$ cat config.mk
export PLATFORM = sky130hd
export DESIGN_NAME = turbo_encoder_flat
export DESIGN_NICKNAME = d
export VERILOG_FILES = /design/src/rtl/turbo_pkg.sv /design/src/rtl/turbo_encoder_if.sv /design/src/rtl/turbo_rsc.sv /design/src/rtl/turbo_encoder.sv /design/src/flat_wrapper.sv
export SDC_FILE = /design/constraint.sdc
export NUM_CORES = 1
export LEC_CHECK = 0
export CAP_MARGIN = 30
export CORE_AREA = 2 2 65 67
export CTS_CLUSTER_DIAMETER = 100
export DETAILED_ROUTE_END_ITERATION = 12
export DIE_AREA = 0 0 67 69
export HOLD_SLACK_MARGIN = 0.03
export PLACE_DENSITY = 0.76
export SLEW_MARGIN = 20
export SYNTH_ARGS = -nofsm -noshare
export SYNTH_HDL_FRONTEND = slang
export SYNTH_HIERARCHICAL = 1
export SYNTH_SLANG_ARGS = --single-unit
$ cat constraint.sdc
create_clock -name i_clk -period 7.33 [get_ports i_clk]
set_clock_uncertainty 0.1 [all_clocks]
set_input_delay 1.466 -clock i_clk [delete_from_list [all_inputs] [get_ports i_clk]]
set_output_delay 1.466 -clock i_clk [all_outputs]
set_load 0.005 [all_outputs]
$ cat src/rtl/turbo_pkg.sv
// turbo_pkg: shared constants, FSM states and helper functions for the rate-1/3 turbo encoder.
package turbo_pkg;

    localparam int FRAME_LEN = 16;
    localparam int SYMS_PER_FRAME = 3 * FRAME_LEN + 8;
    localparam logic [7:0] DEF_SOFT_MAG = 8'd64;

    typedef enum logic [1:0] {IDLE, DATA, TAIL1, TAIL2} state_t;

    // Bit 0 maps to +mag, bit 1 to -mag (two's complement).
    function automatic logic [7:0] soft_map(input logic b, input logic [7:0] mag);
        return b ? (~mag + 8'd1) : mag;
    endfunction

    function automatic logic [3:0] intlv(input logic [3:0] k, input int a, input int b);
        return 4'(a * int'(k) + b);
    endfunction

endpackage

$ cat src/rtl/turbo_encoder_if.sv
// turbo_encoder_if: frame load and soft-symbol stream handshake of the turbo encoder.
interface turbo_encoder_if;

    logic        i_start;
    logic [15:0] i_data;
    logic        o_busy;
    logic        o_valid;
    logic        i_ready;
    logic [7:0]  o_data;
    logic        o_last;

    modport slave (
        input  i_start, i_data, i_ready,
        output o_busy, o_valid, o_data, o_last
    );

    modport master (
        output i_start, i_data, i_ready,
        input  o_busy, o_valid, o_data, o_last
    );

endinterface

$ cat src/rtl/turbo_rsc.sv
// turbo_rsc: recursive systematic convolutional encoder (g0=7 feedback, g1=5 feedforward) with trellis termination.
module turbo_rsc (
    input  logic clk,
    input  logic rst_n,
    input  logic clear,
    input  logic step,
    input  logic term,
    input  logic u,
    output logic sys,
    output logic par
);

    logic [1:0] s_q, s_d;
    logic       a;

    // s_q[1] is s1, s_q[0] is s2; in termination the input cancels the feedback so a=0.
    always_comb begin
        sys = term ? (s_q[1] ^ s_q[0]) : u;
        a   = sys ^ s_q[1] ^ s_q[0];
        par = a ^ s_q[0];
        s_d = clear ? 2'b00 : step ? {a, s_q[1]} : s_q;
    end

    always_ff @(posedge clk or negedge rst_n) begin
        if (!rst_n) s_q <= 2'b00;
        else        s_q <= s_d;
    end

endmodule

$ cat src/rtl/turbo_encoder.sv
// turbo_encoder: rate-1/3 turbo encoder; loads a 16-bit frame, emits 48 data and 8 tail soft symbols.
module turbo_encoder #(
    parameter int         FRAME_LEN = turbo_pkg::FRAME_LEN,
    parameter int         INTLV_A   = 5,
    parameter int         INTLV_B   = 3,
    parameter logic [7:0] SOFT_MAG  = turbo_pkg::DEF_SOFT_MAG
) (
    input  logic             i_clk,
    input  logic             i_rst_n,
    turbo_encoder_if.slave   bus
);

    import turbo_pkg::*;

    if (FRAME_LEN != 16 || 3 * FRAME_LEN + 8 != SYMS_PER_FRAME || INTLV_A % 2 == 0 ||
        INTLV_A < 1 || INTLV_A > 15 || INTLV_B < 0 || INTLV_B > 15) begin : g_bad_param
        $error("turbo_encoder: unsupported FRAME_LEN/INTLV_A/INTLV_B");
    end

    state_t      state_q, state_d;
    logic [3:0]  k_q, k_d;
    logic [1:0]  ph_q, ph_d;
    logic [15:0] frame_q, frame_d;
    logic        busy_q, busy_d;
    logic        valid_q, valid_d;
    logic        xfer, last_sym, clear, step1, step2, sym_bit;
    logic        sys1, par1, sys2, par2;

    turbo_rsc u_rsc1 (
        .clk(i_clk), .rst_n(i_rst_n), .clear(clear), .step(step1),
        .term(state_q == TAIL1), .u(frame_q[k_q]), .sys(sys1), .par(par1)
    );

    turbo_rsc u_rsc2 (
        .clk(i_clk), .rst_n(i_rst_n), .clear(clear), .step(step2),
        .term(state_q == TAIL2), .u(frame_q[intlv(k_q, INTLV_A, INTLV_B)]), .sys(sys2), .par(par2)
    );

    // The output symbol is decoded from the held pointer and RSC states, so it is stable under backpressure.
    always_comb begin
        xfer     = valid_q && bus.i_ready;
        last_sym = state_q == TAIL2 && k_q == 4'd1 && ph_q == 2'd1;
        step1    = xfer && ((state_q == DATA && ph_q == 2'd2) || (state_q == TAIL1 && ph_q == 2'd1));
        step2    = xfer && ((state_q == DATA && ph_q == 2'd2) || (state_q == TAIL2 && ph_q == 2'd1));
        sym_bit  = state_q == DATA  ? (ph_q == 2'd0 ? frame_q[k_q] : ph_q == 2'd1 ? par1 : par2) :
                   state_q == TAIL1 ? (ph_q == 2'd0 ? sys1 : par1) :
                                      (ph_q == 2'd0 ? sys2 : par2);
        state_d  = state_q;
        k_d      = k_q;
        ph_d     = ph_q;
        frame_d  = frame_q;
        clear    = 1'b0;
        busy_d   = state_q != IDLE && !(xfer && last_sym);
        valid_d  = state_q != IDLE && !(xfer && last_sym);
        case (state_q)
            IDLE: if (bus.i_start) begin
                state_d = DATA;
                frame_d = bus.i_data;
                k_d     = 4'd0;
                ph_d    = 2'd0;
                busy_d  = 1'b1;
                clear   = 1'b1;
            end
            DATA: if (xfer) begin
                ph_d    = ph_q == 2'd2 ? 2'd0 : ph_q + 2'd1;
                k_d     = ph_q == 2'd2 ? k_q + 4'd1 : k_q;
                state_d = ph_q == 2'd2 && k_q == 4'd15 ? TAIL1 : DATA;
            end
            TAIL1: if (xfer) begin
                ph_d    = ph_q == 2'd1 ? 2'd0 : 2'd1;
                k_d     = ph_q == 2'd1 ? (k_q == 4'd1 ? 4'd0 : k_q + 4'd1) : k_q;
                state_d = ph_q == 2'd1 && k_q == 4'd1 ? TAIL2 : TAIL1;
            end
            TAIL2: if (xfer) begin
                ph_d    = ph_q == 2'd1 ? 2'd0 : 2'd1;
                k_d     = ph_q == 2'd1 ? k_q + 4'd1 : k_q;
                state_d = last_sym ? IDLE : TAIL2;
            end
            default: state_d = IDLE;
        endcase
    end

    always_ff @(posedge i_clk or negedge i_rst_n) begin
        if (!i_rst_n) begin
            state_q <= IDLE;
            k_q     <= 4'd0;
            ph_q    <= 2'd0;
            frame_q <= 16'd0;
            busy_q  <= 1'b0;
            valid_q <= 1'b0;
        end else begin
            state_q <= state_d;
            k_q     <= k_d;
            ph_q    <= ph_d;
            frame_q <= frame_d;
            busy_q  <= busy_d;
            valid_q <= valid_d;
        end
    end

    assign bus.o_busy  = busy_q;
    assign bus.o_valid = valid_q;
    assign bus.o_data  = valid_q ? soft_map(sym_bit, SOFT_MAG) : 8'd0;
    assign bus.o_last  = valid_q && last_sym;

endmodule
$ cat src/flat_wrapper.sv
// flat-port wrapper written by rule: the top's interface ports become plain ports
module turbo_encoder_flat import turbo_pkg::*;
#(
    parameter int         FRAME_LEN = turbo_pkg::FRAME_LEN,
    parameter int         INTLV_A   = 5,
    parameter int         INTLV_B   = 3,
    parameter logic [7:0] SOFT_MAG  = turbo_pkg::DEF_SOFT_MAG
)
  (i_clk, i_rst_n, bus_i_start, bus_i_data, bus_i_ready, bus_o_busy, bus_o_valid, bus_o_data, bus_o_last);
  turbo_encoder_if bus_i ();
  input  logic i_clk;
  input  logic i_rst_n;
  input wire logic [$bits(bus_i.i_start)-1:0] bus_i_start;
  input wire logic [$bits(bus_i.i_data)-1:0] bus_i_data;
  input wire logic [$bits(bus_i.i_ready)-1:0] bus_i_ready;
  output wire logic [$bits(bus_i.o_busy)-1:0] bus_o_busy;
  output wire logic [$bits(bus_i.o_valid)-1:0] bus_o_valid;
  output wire logic [$bits(bus_i.o_data)-1:0] bus_o_data;
  output wire logic [$bits(bus_i.o_last)-1:0] bus_o_last;
  assign bus_i.i_start = bus_i_start;
  assign bus_i.i_data = bus_i_data;
  assign bus_i.i_ready = bus_i_ready;
  assign bus_o_busy = bus_i.o_busy;
  assign bus_o_valid = bus_i.o_valid;
  assign bus_o_data = bus_i.o_data;
  assign bus_o_last = bus_i.o_last;
  turbo_encoder #(.FRAME_LEN(FRAME_LEN), .INTLV_A(INTLV_A), .INTLV_B(INTLV_B), .SOFT_MAG(SOFT_MAG)) u_core (.i_clk(i_clk), .i_rst_n(i_rst_n), .bus(bus_i));
endmodule
# == After elaboration in Yosys (flattened, before gate mapping) ==
# Cells that the tools add are included.
# totals
reg_bits,30
wordCells,108
output_inout_bits,11
# op_classes
reduce_logical,26
multipliers,1
n_addsub,3
n_bitwise,8
muxes,45
n_eq_ne,15
order_cmp,2
# ops
op,count
4-bit 2-to-1 mux,8
2-bit 2-to-1 mux,14
1-bit 2-to-1 mux,16
8-bit 2-to-1 mux,2
4-bit case mux with 4 select lines,1
1-bit logical AND,13
"2-bit by 1-bit != test with 1-bit output, second input constant",6
"4-bit by 5-bit < comparator with 1-bit output, second input constant",2
1-bit binary-select mux with 4-bit select,2
2-bit case mux with 4 select lines,1
1-bit XOR,8
7-bit AND reduction,1
"2-bit == test, second input constant",3
2-bit case mux with 3 select lines,1
2-bit nonzero test,3
"4-bit by 1-bit adder with 4-bit output, second input constant",1
"4-bit by 3-bit adder with 4-bit output, second input constant",1
"2-bit by 1-bit == test with 1-bit output, second input constant",2
"4-bit by 1-bit == test with 1-bit output, second input constant",1
"4-bit == test, second input constant",1
2-bit logical NOT,2
"3-bit by 4-bit multiplier with 4-bit output, first input constant",1
"2-bit != test, second input constant",2
4-bit AND reduction,1
6 further kinds,7

# == Logic depth before layout (Yosys ltp) ==
# depth
ltp_word,13
ltp_mapped,14
ltp_nobuf,13

# == Hierarchy ==
# The synthesis kept the hierarchy.
# modules_own_cells
mod,area_per_inst_um2,seq_area_each_um2,cells_per_inst,instances
turbo_encoder,1705.4,650.6,151,1
turbo_rsc,137.6,50.0,15,2

# == Worst setup path before layout ==
# Ideal clock, no wire load.
# synth_path
path_type,register -> output
startpoint,register u_core.k_q[1]
endpoint,output bus_o_data[7]
required_ns,5.764
path_slack_ns,2.721
t_arrival_ns,3.043
path_stages_with_launch,14
cell_sequence,dfrtp_1 -> buf_4 -> inv_1 -> ha_1 -> inv_1 -> fa_1 -> mux4_1 -> mux4_2 -> xnor2_1 -> o21ai_0 -> mux2i_1 -> nor2b_1 -> o311ai_0 -> a41oi_1
# synth_via
elab_chain_cells,13
word_cells_on_any_way,22
classes_between,add/sub (1); mul (1); mux (14); bitwise (6)
# synth_rtl
item,line,text
"start, declared",turbo_encoder.sv:21,"logic [3:0] k_q, k_d;"
"start signal, assigned",turbo_encoder.sv:93,k_q <= k_d;
3-bit by 4-bit multiplier with 4-bit output *,turbo_pkg.sv:16,return 4'(a * int'(k) + b);
4-bit by 3-bit adder with 4-bit output *,turbo_pkg.sv:16,
1-bit binary-select mux with 4-bit select *,turbo_encoder.sv:36,".term(state_q == TAIL2), .u(frame_q[intlv(k_q, INTLV_A, INTLV_B)]), .sys(sys2), .par(par2)"
1-bit 2-to-1 mux (not written as such) *,turbo_encoder.sv:36,
1-bit 2-to-1 mux *,turbo_rsc.sv:18,sys = term ? (s_q[1] ^ s_q[0]) : u;
1-bit XOR * (2 in a row),turbo_rsc.sv:19,a = sys ^ s_q[1] ^ s_q[0];
1-bit XOR *,turbo_rsc.sv:20,par = a ^ s_q[0];
net u_core.par2,turbo_encoder.sv:27,"logic sys1, par1, sys2, par2;"
"1-bit 2-to-1 mux, on equally long branches","turbo_encoder.sv:47, turbo_encoder.sv:45",
"1-bit 2-to-1 mux, on equally long branches","turbo_encoder.sv:46, turbo_encoder.sv:45",
1-bit 2-to-1 mux *,turbo_encoder.sv:45,sym_bit = state_q == DATA ? (ph_q == 2'd0 ? frame_q[k_q] : ph_q == 2'd1 ? par1 : par2) :
8-bit 2-to-1 mux *,turbo_pkg.sv:12,return b ? (~mag + 8'd1) : mag;
8-bit 2-to-1 mux *,turbo_encoder.sv:103,"assign bus.o_data = valid_q ? soft_map(sym_bit, SOFT_MAG) : 8'd0;"
"end, declared",flat_wrapper.sv:18,output wire logic [$bits(bus_i.o_data)-1:0] bus_o_data;
# The timed path passes the listed nets; every way through them passes the cells marked *. The select of a mux whose other input is x is not followed.

# == Worst setup path after layout ==
# layout_path
startpoint,register u_core.k_q[0]
endpoint,output bus_o_data[7]
# Same word-level chain as after synthesis.

==> out/metrics.yaml <==
groute.usage.overall_pct: 18.3
synth_edf_count: 0
cp_top_family: "multiplexers"
crit_type: "flip-flop to output port"
cts_buffers: 5
initial_core_util_pct: 50.6
internal-power_uw: 540
hold_end: "u_core/frame_q[14]$_DFFE_PN0P_"
finalSetupViolCount: 0
grt_pass1_vias: 1407
fill_cells: 337
yosysTopAreaCellShare_pct: 37.9
whs_ns: 0.429
r2r_cells: 8
io_buffers: 24
vdd_drop_max_mv: 0.182
max_slew_margin_pct: 63.7
coreArea_um2: 3910
hp-class: "flip-flop to flip-flop"
powerDensity_nw_per_um2: 373
drc: 0
post_cts_buffers: 0
period_minus_slack_ns: 5.73
core.rowCount: 23
htree_levels: 2
rrSetupSlack_ns: 3.96
reg2reg_to: "u_core/u_rsc2/s_q[1]$_DFFE_PN0P_"
worst_slack_ns: 1.60
ys_ff_latch: 30
grt_max_degree: 31
synth_area_leader_cell: "dfrtp_1"
p_switching_uw: 317
layout-drive-gt1-share_pct: 15.3
gp_congestion: 0.874
dp_hpwl_mm: 2.82
maxSlewViolCount: 0
die_area_um2: 4620
synth_warnings: 6
vias_per_cell: 5.64
seqPwrFrac_pct: 30.5
tns_ns: 0
fin_cells: 253
worstHoldStart: "u_core/frame_q[14]$_DFFE_PN0P_"
synth_cells: 181
max-clock-path-buffers: 2
syn_area_um2: 1980
first_pass_iters: 4
p_sw_share_pct: 37.0
finalWirelength_mm: 3.70
die_w_um: 67
synth_ff_type: "dfrtp_1"
dp.cells: 247
cp_slowest_cell: "dfrtp_1"
p_total_uw: 856
worstMarginPinSlew_ns: 0.544
finalCritPeriodShare_pct: 78.2
fin_nets: 228
cp.arrival_ns: 4.17
clkPwrFrac_pct: 14.8
cts_tree: "done"
status: "finished, final reports clean"
path_clk_slew_ns: 0.06
synth.distinct_cells: 42
max_freq_ghz: 0.174
synthArstFlopShare_pct: 100
r2r-start: "u_core/k_q[0]$_DFFE_PN0P_"
critPathMaxFanout: 13
crit_chain: "ha_1 > inv_1 > fa_1 > mux4_1 > mux4_2 > xnor2_1 > o21ai_0 > mux2i_1 > nor2b_1 > o311ai_0 > a41oi_1 > clkdlybuf4s50_1"
slowest_delay_ns: 0.67
cts_resized: 0
p_leak_nw: 0.942
syn2layout_area_growth_pct: 15.9
rsz0062_at_grt: "false"
antenna_found_initial: 0
end_kind: "output port"
min_path_cells: 1
grt_pass1_wl_mm: 6.44
avgSynthCellArea_um2: 10.9
grt_overflow: 0
diodes: 0
synth_seq_area_share_pct: 37.9
ios: 31
maxCapViolations: 0
insertion_delay_ns: 0.28
finalHoldViolations: 0
ant_nets: 0
via_count: 1428
required_ns: 5.76
worst_setup_path_start_kind: "flip-flop"
synth_area_leaders: "dfrtp_1 (38%), mux4_1 (11%), mux2_2 (10%)"
post-place-ws_ns: 1.87
fp.dieH_um: 69
p_comb_share_pct: 54.7
avgRoutedWirePerCell_um: 14.6
cts.sink_count: 30
critPathBufInv: 2
cts-root-buf: "clkbuf_8"
drt_iter0_markers: 82
cts_hold_buf: 0
## cell families (layout without fill, tap and decap cells)
logic type               count (synthesis)  in the layout  share of synthesized area, %
flip-flops                              30             30                          37.9
adder cells (fa/ha/maj)                  4              4                          2.91
AND/OR/NAND/NOR                         48             48                          13.1
multiplexers                            33             33                          25.0
other                                    1              6                         0.189
AO/OA/AOI/OAI                           33             33                          10.1
buffers and inverters                   23             40                          6.76
XOR/XNOR                                 9              9                          3.98
## synth_stat cells (all sizes together) (2+ instances only)
library cell  number
dfrtp             30
mux2              18
buf               13
a21oi             12
nor2              12
nand2             11
mux4               9
xnor2              9
inv                8
o21ai              8
mux2i              6
a31oi              4
and3               3
ha                 3
nand2b             3
nand3              3
nand3b             3
nor2b              3
clkbuf             2
o2bb2ai            2
or4b               2
## final cells by class
cell class / instances / area [µm²] / share of cell area (%)
Inverter: 8 / 30.0 / 1.31
Clock buffer: 6 / 82.6 / 3.60
Sequential cell: 30 / 751 / 32.7
Timing Repair Buffer: 26 / 255 / 11.1
Tap cell: 50 / 62.6 / 2.72
Multi-Input combinational cell: 133 / 1110 / 48.6
## cells in the final DEF (no fill, tap or decap), types with 3 or more instances in the layout
cell type	count
xnor2_1	9
nand2b_1	3
ha_1	3
o21ai_0	8
mux2i_1	6
conb_1	6
a21oi_1	12
nand3b_1	3
clkbuf_8	6
dfrtp_1	30
mux2_2	18
mux4_1	8
nor2_1	12
inv_1	8
nand3_1	3
a31oi_1	4
clkdlybuf4s50_1	24
nor2b_1	3
nand2_1	11
## how the worst max path moves through the flow
stage	cells past startpoint	startpoint	slack [ns]	endpoint
floorplan	13	u_core/k_q[1]$_DFFE_PN0P_	2.72	bus_o_data[7]
global placement	12	u_core/k_q[0]$_DFFE_PN0P_	1.99	bus_o_data[7]
detailed placement	12	u_core/k_q[0]$_DFFE_PN0P_	1.87	bus_o_data[7]
CTS	12	u_core/k_q[0]$_DFFE_PN0P_	1.58	bus_o_data[7]
global route	12	u_core/k_q[0]$_DFFE_PN0P_	1.33	bus_o_data[7]
finish	12	u_core/k_q[0]$_DFFE_PN0P_	1.60	bus_o_data[7]
## state kept, by name (all words and copies together), names as in the netlist
register	flops
u_core/bus.o_busy	1
u_core/bus.o_valid	1
u_core/frame_q	16
u_core/k_q	4
u_core/ph_q	2
u_core/state_q	2
u_core/u_rsc1/s_q	2
u_core/u_rsc2/s_q	2
## power groups by stage
stage | clock (mW) | sequential (mW) | combinational, mW
floorplan | 0 | 0.228 | 0.414
global placement | 0 | 0.263 | 0.456
detailed placement | 0 | 0.264 | 0.470
CTS | 0.132 | 0.260 | 0.471
global route | 0.139 | 0.269 | 0.514
finish | 0.127 | 0.261 | 0.469
## layer usage
layer  global-route usage (%)  wire length [µm]  vias to the layer above
li1                         -                 -                      699
met1                     22.6              1670                      694
met2                     30.6              1820                       29
met3                     5.06               145                        6
met4                     5.44                53                        0
met5                        0                 0                        -
## through the flow
stage	instance area (µm²)	util (%)
2_1_floorplan	2000	-
3_5_place_dp	2210	56.6
4_1_cts	2300	58.7
6_report	2300	58.7
3_3_place_gp	2210	56.6
5_1_grt	2300	58.7
No activity file was read; power rests on OpenSTA's default activity.
